File: src/rtl/sram_ctrl_pkg.sv
// Shared definitions for the SRAM request front-end and its response FIFO.
package sram_ctrl_pkg;

   // Default geometry: 32-bit words with bit enables, 64-word memory, 2-entry response FIFO
   localparam int DEF_DW        = 32;
   localparam int DEF_AW        = 6;
   localparam int DEF_RSP_DEPTH = 2;

   // Replicated to full data width to form the all-ones bit enable used by zeroize
   localparam bit BE_ON = 1'b1;

   // Controller modes: serving requests, or sweeping the whole array with zeros
   typedef enum logic {
      IDLE = 1'b0,
      ZERO = 1'b1
   } state_t;

endpackage

File: src/rtl/sram_rsp_fifo.sv
// Synchronous response FIFO holding SRAM read data until the consumer takes it.
module sram_rsp_fifo #(
   parameter int DW    = 32,
   parameter int DEPTH = 2
) (
   input  logic                     clk,
   input  logic                     rst,
   input  logic                     push,
   input  logic [DW-1:0]            push_data,
   input  logic                     pop,
   output logic [DW-1:0]            rd_data,
   output logic [$clog2(DEPTH):0]   count
);

   localparam int PW = $clog2(DEPTH);
   localparam int CW = PW + 1;

   logic [DW-1:0] store [DEPTH];
   logic [PW-1:0] wr_ptr;
   logic [PW-1:0] rd_ptr;
   logic          do_pop;
   logic          full;

   assign do_pop  = pop && (count != '0);
   assign full    = (count == CW'(DEPTH));
   assign rd_data = store[rd_ptr];

   // Pointers wrap naturally because DEPTH is a power of two; count tracks occupancy
   always_ff @(posedge clk) begin
      if (rst) begin
         wr_ptr <= '0;
         rd_ptr <= '0;
         count  <= '0;
      end else begin
         if (push)
            wr_ptr <= wr_ptr + PW'(1);
         if (do_pop)
            rd_ptr <= rd_ptr + PW'(1);
         if (push && !do_pop)
            count <= count + CW'(1);
         else if (!push && do_pop)
            count <= count - CW'(1);
      end
   end

   // Data storage needs no reset; only entries covered by count are ever visible
   always_ff @(posedge clk) begin
      if (push)
         store[wr_ptr] <= push_data;
   end

   // Upstream credit accounting must make a push into a full FIFO impossible
   always_ff @(posedge clk) begin
      if (!rst)
         assert (!(push && full));
   end

endmodule

File: src/rtl/sram_req_ctrl.sv
// Request front-end for the single-port bit-enable SRAM: request steering,
// read-response capture with credit-based backpressure, and a zeroize sweep.
module sram_req_ctrl
   import sram_ctrl_pkg::*;
#(
   parameter int DW        = DEF_DW,
   parameter int AW        = DEF_AW,
   parameter int RSP_DEPTH = DEF_RSP_DEPTH
) (
   input  logic          clk,
   input  logic          rst,
   input  logic          req_valid,
   output logic          req_ready,
   input  logic          req_we,
   input  logic [AW-1:0] req_addr,
   input  logic [DW-1:0] req_wdata,
   input  logic [DW-1:0] req_be,
   output logic          rsp_valid,
   input  logic          rsp_ready,
   output logic [DW-1:0] rsp_rdata,
   input  logic          zero_start,
   output logic          zero_busy,
   output logic          zero_done,
   output logic          mem_cs,
   output logic          mem_we,
   output logic [DW-1:0] mem_be,
   output logic [AW-1:0] mem_addr,
   output logic [DW-1:0] mem_din,
   input  logic [DW-1:0] mem_dout
);

   typedef logic [AW-1:0] addr_t;
   typedef logic [DW-1:0] data_t;

   localparam int    CW        = $clog2(RSP_DEPTH) + 1;
   localparam data_t BE_ALL    = {DW{BE_ON}};
   localparam addr_t ZERO_LAST = {AW{1'b1}};

   state_t        state;
   state_t        state_n;
   addr_t         zero_cnt;
   addr_t         zero_cnt_n;
   logic          zero_done_n;
   logic          inflight;
   logic          rd_acc;
   logic          pop;
   logic          rd_credit;
   logic [CW-1:0] fifo_count;
   logic [CW:0]   occupancy;

   assign rsp_valid = (fifo_count != '0);
   assign pop       = rsp_valid && rsp_ready;
   assign zero_busy = (state == ZERO);
   assign rd_acc    = req_valid && req_ready && !req_we;

   // A read may issue only if every slot it could need is guaranteed free,
   // counting the entry leaving this cycle and the read already in the SRAM pipe
   assign occupancy = {1'b0, fifo_count} + (CW+1)'(inflight) - (CW+1)'(pop);
   assign rd_credit = occupancy < (CW+1)'(RSP_DEPTH);

   // Mode selection and SRAM pin steering: pass-through of the request in IDLE,
   // one zero-write per cycle in ZERO; nothing reaches the macro during reset
   always_comb begin
      state_n     = state;
      zero_cnt_n  = zero_cnt;
      zero_done_n = 1'b0;
      req_ready   = 1'b0;
      mem_cs      = 1'b0;
      mem_we      = 1'b0;
      mem_be      = '0;
      mem_addr    = '0;
      mem_din     = '0;
      unique case (state)
         IDLE: begin
            req_ready = !rst && !zero_start && (req_we || rd_credit);
            mem_cs    = req_valid && req_ready;
            mem_we    = req_we;
            mem_be    = req_be;
            mem_addr  = req_addr;
            mem_din   = req_wdata;
            if (zero_start) begin
               state_n    = ZERO;
               zero_cnt_n = '0;
            end
         end
         ZERO: begin
            mem_cs     = !rst;
            mem_we     = 1'b1;
            mem_be     = BE_ALL;
            mem_addr   = zero_cnt;
            mem_din    = '0;
            zero_cnt_n = zero_cnt + AW'(1);
            if (zero_cnt == ZERO_LAST) begin
               state_n     = IDLE;
               zero_done_n = 1'b1;
            end
         end
      endcase
   end

   // State, sweep counter, completion pulse and the one-deep read pipeline marker
   always_ff @(posedge clk) begin
      if (rst) begin
         state     <= IDLE;
         zero_cnt  <= '0;
         zero_done <= 1'b0;
         inflight  <= 1'b0;
      end else begin
         state     <= state_n;
         zero_cnt  <= zero_cnt_n;
         zero_done <= zero_done_n;
         inflight  <= rd_acc;
      end
   end

   sram_rsp_fifo #(
      .DW    (DW),
      .DEPTH (RSP_DEPTH)
   ) u_rsp_fifo (
      .clk       (clk),
      .rst       (rst),
      .push      (inflight),
      .push_data (mem_dout),
      .pop       (pop),
      .rd_data   (rsp_rdata),
      .count     (fifo_count)
   );

endmodule

File: config.mk
export PLATFORM = sky130hd
export DESIGN_NAME = sram_req_ctrl
export DESIGN_NICKNAME = d
export VERILOG_FILES = /design/src/rtl/sram_ctrl_pkg.sv /design/src/rtl/sram_rsp_fifo.sv /design/src/rtl/sram_req_ctrl.sv
export SDC_FILE = /design/constraint.sdc
export NUM_CORES = 1
export LEC_CHECK = 0
export CAP_MARGIN = 20
export CELL_PAD_IN_SITES_DETAIL_PLACEMENT = 0
export CELL_PAD_IN_SITES_GLOBAL_PLACEMENT = 2
export CORE_UTILIZATION = 22
export DETAILED_ROUTE_END_ITERATION = 8
export GPL_TIMING_DRIVEN = 0
export PLACE_DENSITY = 0.84
export RECOVER_POWER = 100
export SLEW_MARGIN = 10
export SYNTH_ARGS = -nofsm -noshare
export SYNTH_HDL_FRONTEND = slang
export SYNTH_SLANG_ARGS = --single-unit
File: constraint.sdc
create_clock -name clk -period 2.6 [get_ports clk]
set_input_delay 0.52 -clock clk [delete_from_list [all_inputs] [get_ports clk]]
set_output_delay 0.52 -clock clk [all_outputs]
set_load 0.005 [all_outputs]
Word level (Yosys, flattened, before mapping)
Memory sizes are Yosys's and may differ from the RTL's. A register that Yosys moved wholly into a read port is not among the register bits.
Cells that the tools add are included.
{ "totals": {"ff_bits": 13, "latch_bits": 0, "ramBits": 64, "mem_bits_ro": 0, "out_inout_bits": 108, "mem_count": 1} }
{ "mem_list": {"columns": ["memory", "words", "width", "rd", "rd_clocked_by_memory_dff", "write_ports", "line", "rtl"], "rows": [
  ["u_rsp_fifo.store", 2, 32, 1, 1, 1, "sram_rsp_fifo.sv:18", "logic [DW-1:0] store [DEPTH];"]
]} }
{ "classes": {"add_sub_neg": 7, "multipliers": 0, "n_div": 0, "n_lt_le_gt_ge": 1, "n_eq_ne": 2, "shift": 0, "n_mux": 18, "n_bitwise": 1, "reduce_logical": 18} }
{ "op_table": {"columns": ["op", "count"], "rows": [
  ["32-bit case mux with 2 select lines", 2],
  ["6-bit case mux with 2 select lines", 2],
  ["1-bit logical AND", 9],
  ["1-bit 2-to-1 mux", 8],
  ["6-bit by 1-bit adder with 6-bit output (second input constant)", 1],
  ["6-bit equality test (second input constant)", 1],
  ["6-bit 2-to-1 mux", 1],
  ["1-bit case mux with 2 select lines", 3],
  ["1-bit logical NOT", 5],
  ["2-bit 2-to-1 mux", 2],
  ["2-bit nonzero test", 2],
  ["2-bit by 1-bit adder with 3-bit output", 1],
  ["3-bit by 2-bit less-than comparator with 1-bit output (second input constant)", 1],
  ["3-bit by 1-bit subtractor with 3-bit output", 1],
  ["1-bit adder (second input constant)", 2],
  ["2-bit by 1-bit adder with 2-bit output (second input constant)", 1],
  ["2-bit != test (second input constant)", 1],
  ["2-bit OR reduction", 1],
  ["2-bit by 1-bit subtractor with 2-bit output (second input constant)", 1],
  ["1-bit logical OR", 1],
  ["1-bit NOT", 1]
]} }

Depth between registers and ports, before layout
Gate-level depths: netlist (run 1).
{ "depth": {"depth_word": 9, "depth_mapped": 8, "ltp_nobuf": 8} }

Modules after synthesis
A second synthesis (run 1) with hierarchy kept.
{ "hier_totals": {"cells_unflattened": 260, "area_unflattened_um2": 3514.6} }
{ "by_module_without_submodules": {"columns": ["mod", "instances", "cells_each", "area_per_inst_um2"], "rows": [
  ["sram_rsp_fifo", 1, 120, 2506.2],
  ["sram_req_ctrl", 1, 140, 1008.5]
]} }

Worst setup path before layout (run 1)
Ideal clock, no wire load.
{ "synth_timing": {"path_kind": "input-to-output", "startpoint": "input rsp_ready", "endpoint": "output mem_cs", "arrival_time_ps": 1920, "required_time_ps": 2080, "path_slack_ps": 160, "path_stages": 7, "n_path_buf": 0, "cell_sequence": "o21ai_0 -> inv_1 -> ha_1 -> nor2b_1 -> fa_1 -> nand2b_1 -> a211oi_1"} }
{ "synth_between": {"elab_chain_len": 7} }
{ "synth_rtl": {"columns": ["item", "line", "rtl"], "rows": [
  ["start, declared", "sram_req_ctrl.sv:19", "input logic rsp_ready,"],
  ["1-bit logical AND", "sram_req_ctrl.sv:52", "assign pop = rsp_valid && rsp_ready;"],
  ["3-bit by 1-bit subtractor with 3-bit output", "sram_req_ctrl.sv:58", "assign occupancy = {1'b0, fifo_count} + (CW+1)'(inflight) - (CW+1)'(pop);"],
  ["3-bit by 2-bit less-than comparator with 1-bit output", "sram_req_ctrl.sv:59", "assign rd_credit = occupancy < (CW+1)'(RSP_DEPTH);"],
  ["1-bit logical OR", "sram_req_ctrl.sv:75", "req_ready = !rst && !zero_start && (req_we || rd_credit);"],
  ["1-bit logical AND", "sram_req_ctrl.sv:75", null],
  ["1-bit logical AND", "sram_req_ctrl.sv:76", "mem_cs = req_valid && req_ready;"],
  ["1-bit case mux with 2 select lines", "sram_req_ctrl.sv:73", "unique case (state)"],
  ["end, declared", "sram_req_ctrl.sv:24", "output logic mem_cs,"]
]} }
No other way between the ends.

Worst setup path after layout (run 1)
Same ends and word-level chain as after synthesis.

==> flow_summary_export.csv, run 1 <==
group,metric,value,unit
outcome,status,"finished, violations left",
outcome,violations,"negative setup slack",
flow_run,maxCapViolCount,0,
clock_tree,cts_tree,"yes",
synthesis,yosys_most_used_dff,"edfxtp_1",
placement,portBuffers,215,
clock_tree,cts.reportedPaths.clkPinSlew,0.06,ns
worst_setup_path,setup.worst_path.class,"in2out",
sta,rsz0062_at_grt,"true",
sta,maxSlewHeadroom,45.1,%
worst_setup_path,crit_required,2.08,ns
sta,period_needed,2.70,ns
global_routing,antenna_found_initial,1,
synthesis,synthesis.area,3510,µm²
synthesis,synth_top_cell_by_area,"edfxtp_1",
sta,tns,-0.172,ns
die,die_area,16500,µm²
global_routing,grt.overflow.total,0,
layout,final_cells,703,
clock_tree,cts_buffer_depth,2,
worst_setup_path,slowest_delay,0.35,ns
worst_setup_path,critPathSlowestCell,"fa_2",
route,vias,2897,
clock_tree,cts_made_buffers,9,
power_and_ir_drop,report.power.total,4.03,mW
route,via_per_inst,4.12,
sta,fmax,0.370,GHz
synthesis,yosysUniqueCellTypes,33,
die,io_pins,216,
route,wl_per_cell,15.7,µm
synthesis,synth-warning-count,0,
global_routing,grt_usage,13.2,%
synthesis,synthCells,258,
sta,finClkSkew,0.00703,ns
sta,setup_ws,-0.103,ns
placement,placedInstanceArea,5960,µm²
synthesis,synthesis.nets,370,
synthesis,ys_seq_elements,78,
worst_setup_path,path_cells,"dlygate4sd2_1 -> o21ai_4 -> inv_2 -> ha_4 -> nor2b_4 -> fa_2 -> xor2_2 -> nand2b_4 -> a211oi_2 -> buf_2",
worst_setup_path,rr_worst_depth,7,
sta,hold_viol,0,
power_and_ir_drop,p_leak,2.24,nW
sta,setup_viol,2,
global_routing,grt_max_degree,33,
layout,final_nets,599,
route,drcViolationCount,0,
synthesis,synth_edf_count,64,
worst_setup_path,cp.depth,10,
clock_tree,root_buffer,"clkbuf_16",
route,final_antenna_net_count,0,
synthesis,syn_area_per_cell,13.6,µm²
sta,period_share,104,%
route,wirelength,11000,µm
die,fp.dieW,128,µm
worst_setup_path,start_kind,"input port",
clock_tree,htree_levels,3,
synthesis,synthMostInstantiatedCell,"edfxtp_1",
placement,place_hpwl,8570,µm
worst_setup_path,path_max_fanout,3,
power_and_ir_drop,power.density,639,nW/µm²
layout,drive_above_1_share,23.0,%
synthesis,synth.area.top_cells,"edfxtp_1 (55%), mux2_2 (12%), dfxtp_1 (8.0%)",
route,dr.pass1.iters,4,
layout,fin_area,6310,µm²
die,core-area,15400,µm²
placement,globalplace.congestion,0.786,
worst_setup_path,path_buf_inv,3,
placement,pre_cts_slack,-1.01,ns
die,dieHeight,128,µm
global_routing,grt_pass1_vias,3089,
worst_setup_path,arrival,2.18,ns
placement,placed_cells_incl_taps,685,
synthesis,ys_async_sr_fraction,0,%
clock_tree,cts_num_sinks,78,
sta,final_max_slew_viol_count,0,
global_routing,grt_pass1_wl,16200,µm
synthesis,synth_common_cells,"edfxtp_1 (64), mux2_2 (36), nor2b_1 (34), or2_2 (33), dfxtp_1 (14)",
layout,area_growth_syn_to_layout,79.9,%
sta,tightest_slew,0.823,ns
worst_setup_path,worstSetupEndpointType,"output port",
hold_path,hold_class,"reg2reg",
power_and_ir_drop,vdd_ir_drop_max,318,µV
synthesis,yosysSeqAreaShare,62.7,%
route,drt_iter0_markers,86,
hold_path,whs_path_depth,2,
die,start_util,22.8,%
worst_setup_path,path_delay_family,"adder cells",
die,rows,45,
synthesis,synth_top_area_share,54.7,%
clock_tree,clkLatencyLatePin,0.33,ns
per-layer routing:
| layer | GRT usage, % | share of wire, % | up-vias |
|---|---|---|---|
| met5 | 0 | 0 | - |
| met4 | 3.11 | 0.78 | 0 |
| met3 | 6.76 | 12 | 7 |
| met2 | 26.0 | 55 | 140 |
| met1 | 11.6 | 32 | 1387 |
| li1 | - | - | 1363 |
report_power, final:
| group | switching (mW) | leakage (nW) | internal, mW |
|---|---|---|---|
| logic | 0.500 | 1.41 | 0.865 |
| clock network | 0.459 | 0.139 | 0.736 |
| registers | 0.0490 | 0.691 | 1.42 |
| total | 1.01 | 2.24 | 3.02 |
worst paths after layout:
kind	to	slack (ns)	startpoint
hold / removal	u_rsp_fifo.rd_ptr	0.51	u_rsp_fifo.rd_ptr
setup / recovery	mem_cs	-0.10	rsp_ready
setup reg to reg	inflight	0.80	u_rsp_fifo.count[1]
hold reg to reg	u_rsp_fifo.rd_ptr	0.51	u_rsp_fifo.rd_ptr
through the flow:
| stage | hold WS (ns) | util (%) |
|---|---|---|
| after detailed placement | 0.493 | 38.7 |
| after CTS | 0.517 | 40.8 |
| final | 0.513 | 41.1 |
| after global placement | 0.489 | 38.6 |
| after floorplan | 0.469 | - |
| after global routing | 0.541 | 41.1 |
registers in the layout, summed over array words and instances, names as in the netlist, named ones only:
name               cells
u_rsp_fifo.rd_ptr      1
u_rsp_fifo.store      64
zero_cnt               6
inflight               1
zero_busy              1
u_rsp_fifo.wr_ptr      1
u_rsp_fifo.count       2
zero_done              1
worst reg2reg max path, stage by stage (launching register included):
cell      delay, ns
dfxtp_4        0.35
o21ai_4        0.16
inv_2          0.06
ha_4           0.27
nor2b_4        0.04
fa_2           0.50
nand2b_4       0.13
and4b_1        0.18
placed cells by master (no fill, tap or decap), types with 3 or more instances in the layout:
cell type          n
dlygate4sd3_1     33
buf_2              5
xor2_1             3
nor2b_1           33
clkbuf_16          9
nand3_1            6
nor2_1             9
or2_2             33
clkdlybuf4s50_1  179
edfxtp_1          64
mux2_2            36
buf_4              7
inv_1              7
a21oi_1            7
clkbuf_2           4
dfxtp_1           12
logic make-up after synthesis:
kind of cell / synth area share [%]
AND/OR/NAND/NOR: 15.9
flip-flops: 62.7
multiplexers: 12.5
buffers and inverters: 3.24
AO/OA/AOI/OAI: 2.74
XOR/XNOR: 1.25
adder cells (fa/ha/maj): 1.64
repair_timing:
| item | 4_1_cts | 5_1_grt |
|---|---|---|
| setup buffers | 1 | 2 |
| gates resized for setup | 25 | 10 |
| endpoints found under the setup margin | 13 | 34 |
| pin swaps | 4 | 5 |
| hold buffers | 0 | 0 |
layout make-up:
cell class                      count  area (µm²)
Multi-Input combinational cell    158        1250
Tap cell                          211         264
Buffer                             13        92.6
Clock inverter                      4        48.8
Antenna cell                        1        2.50
Sequential cell                    78        2210
Fill cell                        1465        9060
Clock buffer                       11         233
Inverter                            8        30.0
Timing Repair Buffer              219        2180
Power figures use the tool's default switching activity.
==> inputs of run 2 (changes only) <==
- SETUP_SLACK_MARGIN: default -> 0.4
- clock period: 2.6 -> 2.7 ns (I/O delays scaled with it)
==> flow_summary_export.csv, run 2 (synthesis gave the netlist of run 1 again) <==
group,metric,value,unit
placement,globalplace.congestion,0.795,
worst_setup_path,worstSetupEndpointType,"output port",
power_and_ir_drop,p_leak,2.67,nW
placement,portBuffers,215,
die,io_pins,216,
die,fp.dieW,128,µm
sta,finClkSkew,0.00628,ns
placement,pre_cts_slack,-0.719,ns
power_and_ir_drop,pwr-share-clk,34.0,%
layout,final_nets,609,
power_and_ir_drop,vdd_ir_drop_max,332,µV
route,drt_iter0_markers,119,
global_routing,grt.overflow.total,0,
worst_setup_path,crit_required,2.16,ns
layout,largest-register,"u_rsp_fifo.store",
sta,tns,-0.00484,ns
sta,tightest_slew,0.376,ns
die,core-area,15400,µm²
route,final_antenna_net_count,0,
layout,largest_registers,"u_rsp_fifo.store (64), zero_cnt (6), u_rsp_fifo.count (2)",
outcome,violations,"negative setup slack",
power_and_ir_drop,switchingPower,1.03,mW
worst_setup_path,arrival,2.16,ns
global_routing,grt_pass1_wl,16300,µm
die,die_area,16500,µm²
power_and_ir_drop,power_frac_comb,33.7,%
clock_tree,clkLatencyLatePin,0.33,ns
route,dr.pass1.iters,4,
clock_tree,cts_tree,"yes",
layout,largest_reg_flops,64,
outcome,status,"finished, violations left",
route,wl_per_cell,15.5,µm
route,wirelength,11100,µm
flow_run,maxCapViolCount,0,
sta,maxSlewHeadroom,74.9,%
die,dieHeight,128,µm
power_and_ir_drop,swShare,23.7,%
global_routing,grt_max_degree,24,
layout,most-common-layout-cells,"clkdlybuf4s50_1 (106), edfxtp_1 (64), dlygate4sd2_1 (44)",
worst_setup_path,path_max_fanout,3,
clock_tree,cts_made_buffers,9,
global_routing,grt_usage,13.4,%
sta,rsz0062_at_grt,"true",
power_and_ir_drop,power.density,658,nW/µm²
die,start_util,22.8,%
worst_setup_path,start_kind,"input port",
layout,area_growth_syn_to_layout,88.8,%
clock_tree,cts.reportedPaths.clkPinSlew,0.06,ns
route,vias,2918,
global_routing,grt_pass1_vias,3092,
power_and_ir_drop,pwr-share-seq,32.3,%
sta,fmax,0.370,GHz
clock_tree,root_buffer,"clkbuf_16",
die,rows,45,
layout,drive_above_1_share,26.9,%
layout,antenna-diode-count,0,
route,via_per_inst,4.09,
sta,setup_viol,1,
sta,period_share,100,%
route,drcViolationCount,0,
sta,setup_ws,-0.00484,ns
worst_setup_path,setup.worst_path.class,"in2out",
placement,place_hpwl,8330,µm
sta,hold_viol,0,
sta,final_max_slew_viol_count,0,
global_routing,antenna_found_initial,1,
clock_tree,cts_buffer_depth,2,
hold_path,hold_class,"reg2reg",
sta,period_needed,2.70,ns
clock_tree,cts-hold-fix-buffers,0,
clock_tree,htree_levels,3,
layout,final_common_cell,"clkdlybuf4s50_1",
clock_tree,cts_num_sinks,78,
power_and_ir_drop,cell_internal_pwr,3.33,mW
==> run 2: per-layer routing <==
layer / vias to the layer above / track usage, % / share of wire, %
met1: 1364 / 13.0 / 36
li1: 1390 / - / -
met2: 146 / 25.1 / 52
met5: - / 0 / 0.13
met4: 2 / 4.29 / 1.8
met3: 16 / 6.18 / 10
==> run 2: worst max-delay path, stage by stage <==
cell and delay [ns]:
dlygate4sd2_1 0.26, o21ai_4 0.06, inv_2 0.06, ha_4 0.20, nor2b_2 0.11, fa_2 0.43
nand2b_4 0.16, a211oi_2 0.17, buf_2 0.16
==> run 2: area by class of cell <==
type                    count  area (µm²)
fillers                  1459        8740
repair buffers            228        2320
flip-flops and latches     78        2210
multi-input cells         158        1260
well taps                 211         264
clock buffers               9         225
plain buffers              14         166
clock inverters             7         145
inverters                   8        30.0
==> run 2: per-stage QoR <==
| stage | hold WS (ns) | cells | utilization (%) | cell area, µm² | total power, mW |
|---|---|---|---|---|---|
| 3_5_place_dp | 0.494 | 686 | 39.0 | 6000 | 2.69 |
| 5_1_grt | 0.533 | 713 | 43.1 | 6630 | 4.58 |
| 2_1_floorplan | 0.469 | 258 | - | 3530 | 1.99 |
| 3_3_place_gp | 0.484 | 684 | 38.7 | 5950 | 2.67 |
| 6_report | 0.508 | 713 | 43.1 | 6630 | 4.36 |
| 4_1_cts | 0.517 | 712 | 42.5 | 6530 | 4.39 |
==> run 2: power groups by stage <==
stage	Combinational (mW)	Sequential (mW)	Clock (mW)
after floorplan	0.566	1.42	0
after global placement	1.24	1.43	0
after detailed placement	1.26	1.43	0
after CTS	1.46	1.40	1.53
after global routing	1.58	1.42	1.59
final	1.47	1.41	1.48
==> run 2: final timing paths <==
| path | startpoint | endpoint | slack [ns] | depth (start not counted) |
|---|---|---|---|---|
| worst max-delay path | rsp_ready | mem_cs | -0.005 | 9 |
| worst min-delay path | u_rsp_fifo.rd_ptr | u_rsp_fifo.rd_ptr | 0.51 | 2 |
| worst max register to register | u_rsp_fifo.count[1] | inflight | 0.92 | 7 |
| worst min register to register | u_rsp_fifo.rd_ptr | u_rsp_fifo.rd_ptr | 0.51 | 2 |
==> run 2: repair_timing <==
action,4_1_cts,5_1_grt
setup buffers,8,0
setup endpoints to repair,97,39
cloned,2,1
gates resized for setup,101,38
pin swaps,5,5
==> inputs of run 3 (changes only) <==
- CORE_UTILIZATION: 22 -> 20
- PLACE_DENSITY: 0.84 -> 0.81
- clock period: 2.7 -> 2.26 ns (I/O delays scaled with it)
==> flow_summary_export.csv, run 3 (synthesis gave the netlist of run 1 again) <==
group,metric,value,unit
outcome,status,"finished, violations left",
outcome,violations,"negative setup slack",
clock_tree,cts_made_buffers,9,
global_routing,antenna_found_initial,2,
route,vias,3122,
worst_setup_path,path_max_fanout,4,
die,die_area,18100,µm²
sta,worst_hold_slack,0.509,ns
sta,period_share,117,%
hold_path,hold_class,"reg2reg",
sta,setup_ws,-0.382,ns
worst_setup_path,arrival,2.19,ns
global_routing,grt_max_degree,20,
global_routing,grt.overflow.total,0,
global_routing,grt_pass1_wl,17400,µm
power_and_ir_drop,vdd_ir_drop_max,383,µV
layout,largest_registers,"u_rsp_fifo.store (64), zero_cnt (6), u_rsp_fifo.count (2)",
sta,period_needed,2.64,ns
die,start_util,20.4,%
sta,maxSlewHeadroom,63.0,%
global_routing,grt_usage,12.7,%
global_routing,grt_pass1_vias,3369,
layout,final_common_cell,"buf_6",
power_and_ir_drop,p_leak,3.00,nW
sta,tns,-0.676,ns
clock_tree,cts-hold-fix-buffers,0,
route,drt_iter0_markers,83,
route,wirelength,11600,µm
placement,pre_cts_slack,-1.05,ns
layout,largest-register,"u_rsp_fifo.store",
placement,placed_cells_incl_taps,700,
clock_tree,htree_levels,3,
worst_setup_path,crit_required,1.81,ns
worst_setup_path,start_kind,"flip-flop",
clock_tree,cts_tree,"yes",
sta,hold_viol,0,
die,rows,48,
clock_tree,cts.reportedPaths.clkPinSlew,0.06,ns
sta,finClkSkew,0.00871,ns
layout,final_nets,653,
route,dr.pass1.iters,4,
worst_setup_path,setup.worst_path.class,"reg2out",
placement,globalplace.congestion,0.741,
route,final_antenna_net_count,0,
flow_run,maxCapViolCount,0,
die,io_pins,216,
route,via_per_inst,4.04,
layout,drive_above_1_share,52.2,%
clock_tree,root_buffer,"clkbuf_16",
sta,tightest_slew,0.554,ns
layout,most-common-layout-cells,"buf_6 (107), clkdlybuf4s50_1 (75), edfxtp_1 (64)",
sta,final_max_slew_viol_count,0,
layout,final_cells,773,
route,drcViolationCount,0,
clock_tree,cts_buffer_depth,2,
die,dieHeight,134,µm
route,wl_per_cell,15.0,µm
power_and_ir_drop,report.power.total,5.69,mW
placement,place_hpwl,8130,µm
sta,rsz0062_at_grt,"true",
placement,portBuffers,215,
die,fp.dieW,134,µm
sta,setup_viol,2,
die,core-area,17200,µm²
layout,nFillCells,1569,
clock_tree,cts_num_sinks,78,
sta,fmax,0.379,GHz
layout,area_growth_syn_to_layout,110,%
layout,largest_reg_flops,64,
power_and_ir_drop,power.density,772,nW/µm²
clock_tree,clkLatencyLatePin,0.33,ns
worst_setup_path,worstSetupEndpointType,"output port",
-- run 3: cell count changes in the layout (fill, tap and decap cells not counted), moves of 23 or more --
cell	before	now
buf_2	5	29
mux2_4	1	38
dlygate4sd2_1	44	1
clkdlybuf4s50_1	106	75
or2_4	0	32
buf_6	3	107
or2_2	33	1
dlymetal6s2s_1	24	1
mux2_2	35	0
-- run 3: stage by stage --
stage	instance area (µm²)	utilization, %
after global placement	5970	34.6
after floorplan	3540	-
final	7380	42.8
after detailed placement	6030	35.0
after CTS	7210	41.8
after global routing	7370	42.8
-- run 3: worst paths after layout --
path	startpoint	to	cells past startpoint	slack, ns
setup / recovery	u_rsp_fifo.count[1]	mem_cs	9	-0.38
hold / removal	u_rsp_fifo.rd_ptr	u_rsp_fifo.rd_ptr	2	0.51
setup reg to reg	u_rsp_fifo.count[1]	inflight	7	0.46
hold reg to reg	u_rsp_fifo.rd_ptr	u_rsp_fifo.rd_ptr	2	0.51
-- run 3: worst max-delay path, cell delays in order (launching register included) --
cell	delay (ns)
dfxtp_4	0.36
o21ai_4	0.16
inv_2	0.06
ha_4	0.26
nor2b_2	0.04
fa_2	0.35
xor2_2	0.21
nand2b_4	0.08
a211oi_2	0.17
buf_2	0.17
-- run 3: metal layers --
layer	routed length, µm	track usage, %
met1	4070	12.4
met2	6240	24.0
met3	1190	5.89
met4	106	3.37
met5	0	0
-- run 3: cell type report --
class,instances,area [µm²],area share (%)
Timing Repair Buffer,272,2770,37.6
Sequential cell,78,2210,30.0
Multi-Input combinational cell,158,1530,20.8
Tap cell,225,282,3.82
Clock buffer,9,225,3.05
Buffer,14,218,2.95
Clock inverter,7,97.6,1.32
Inverter,8,30.0,0.407
Antenna cell,2,5.00,0.0679
-- run 3: timing repair --
action	in CTS	in global routing
gates cloned	4	1
setup buffers	41	9
setup endpoints to repair	107	91
gates resized for setup	610	57
pin swaps	28	9
-- run 3: report_power, final --
part	internal (mW)	leakage (nW)	switching [mW]
Clock	0.971	0.154	0.573
Sequential	1.64	0.693	0.0463
Combinational	1.65	2.16	0.812
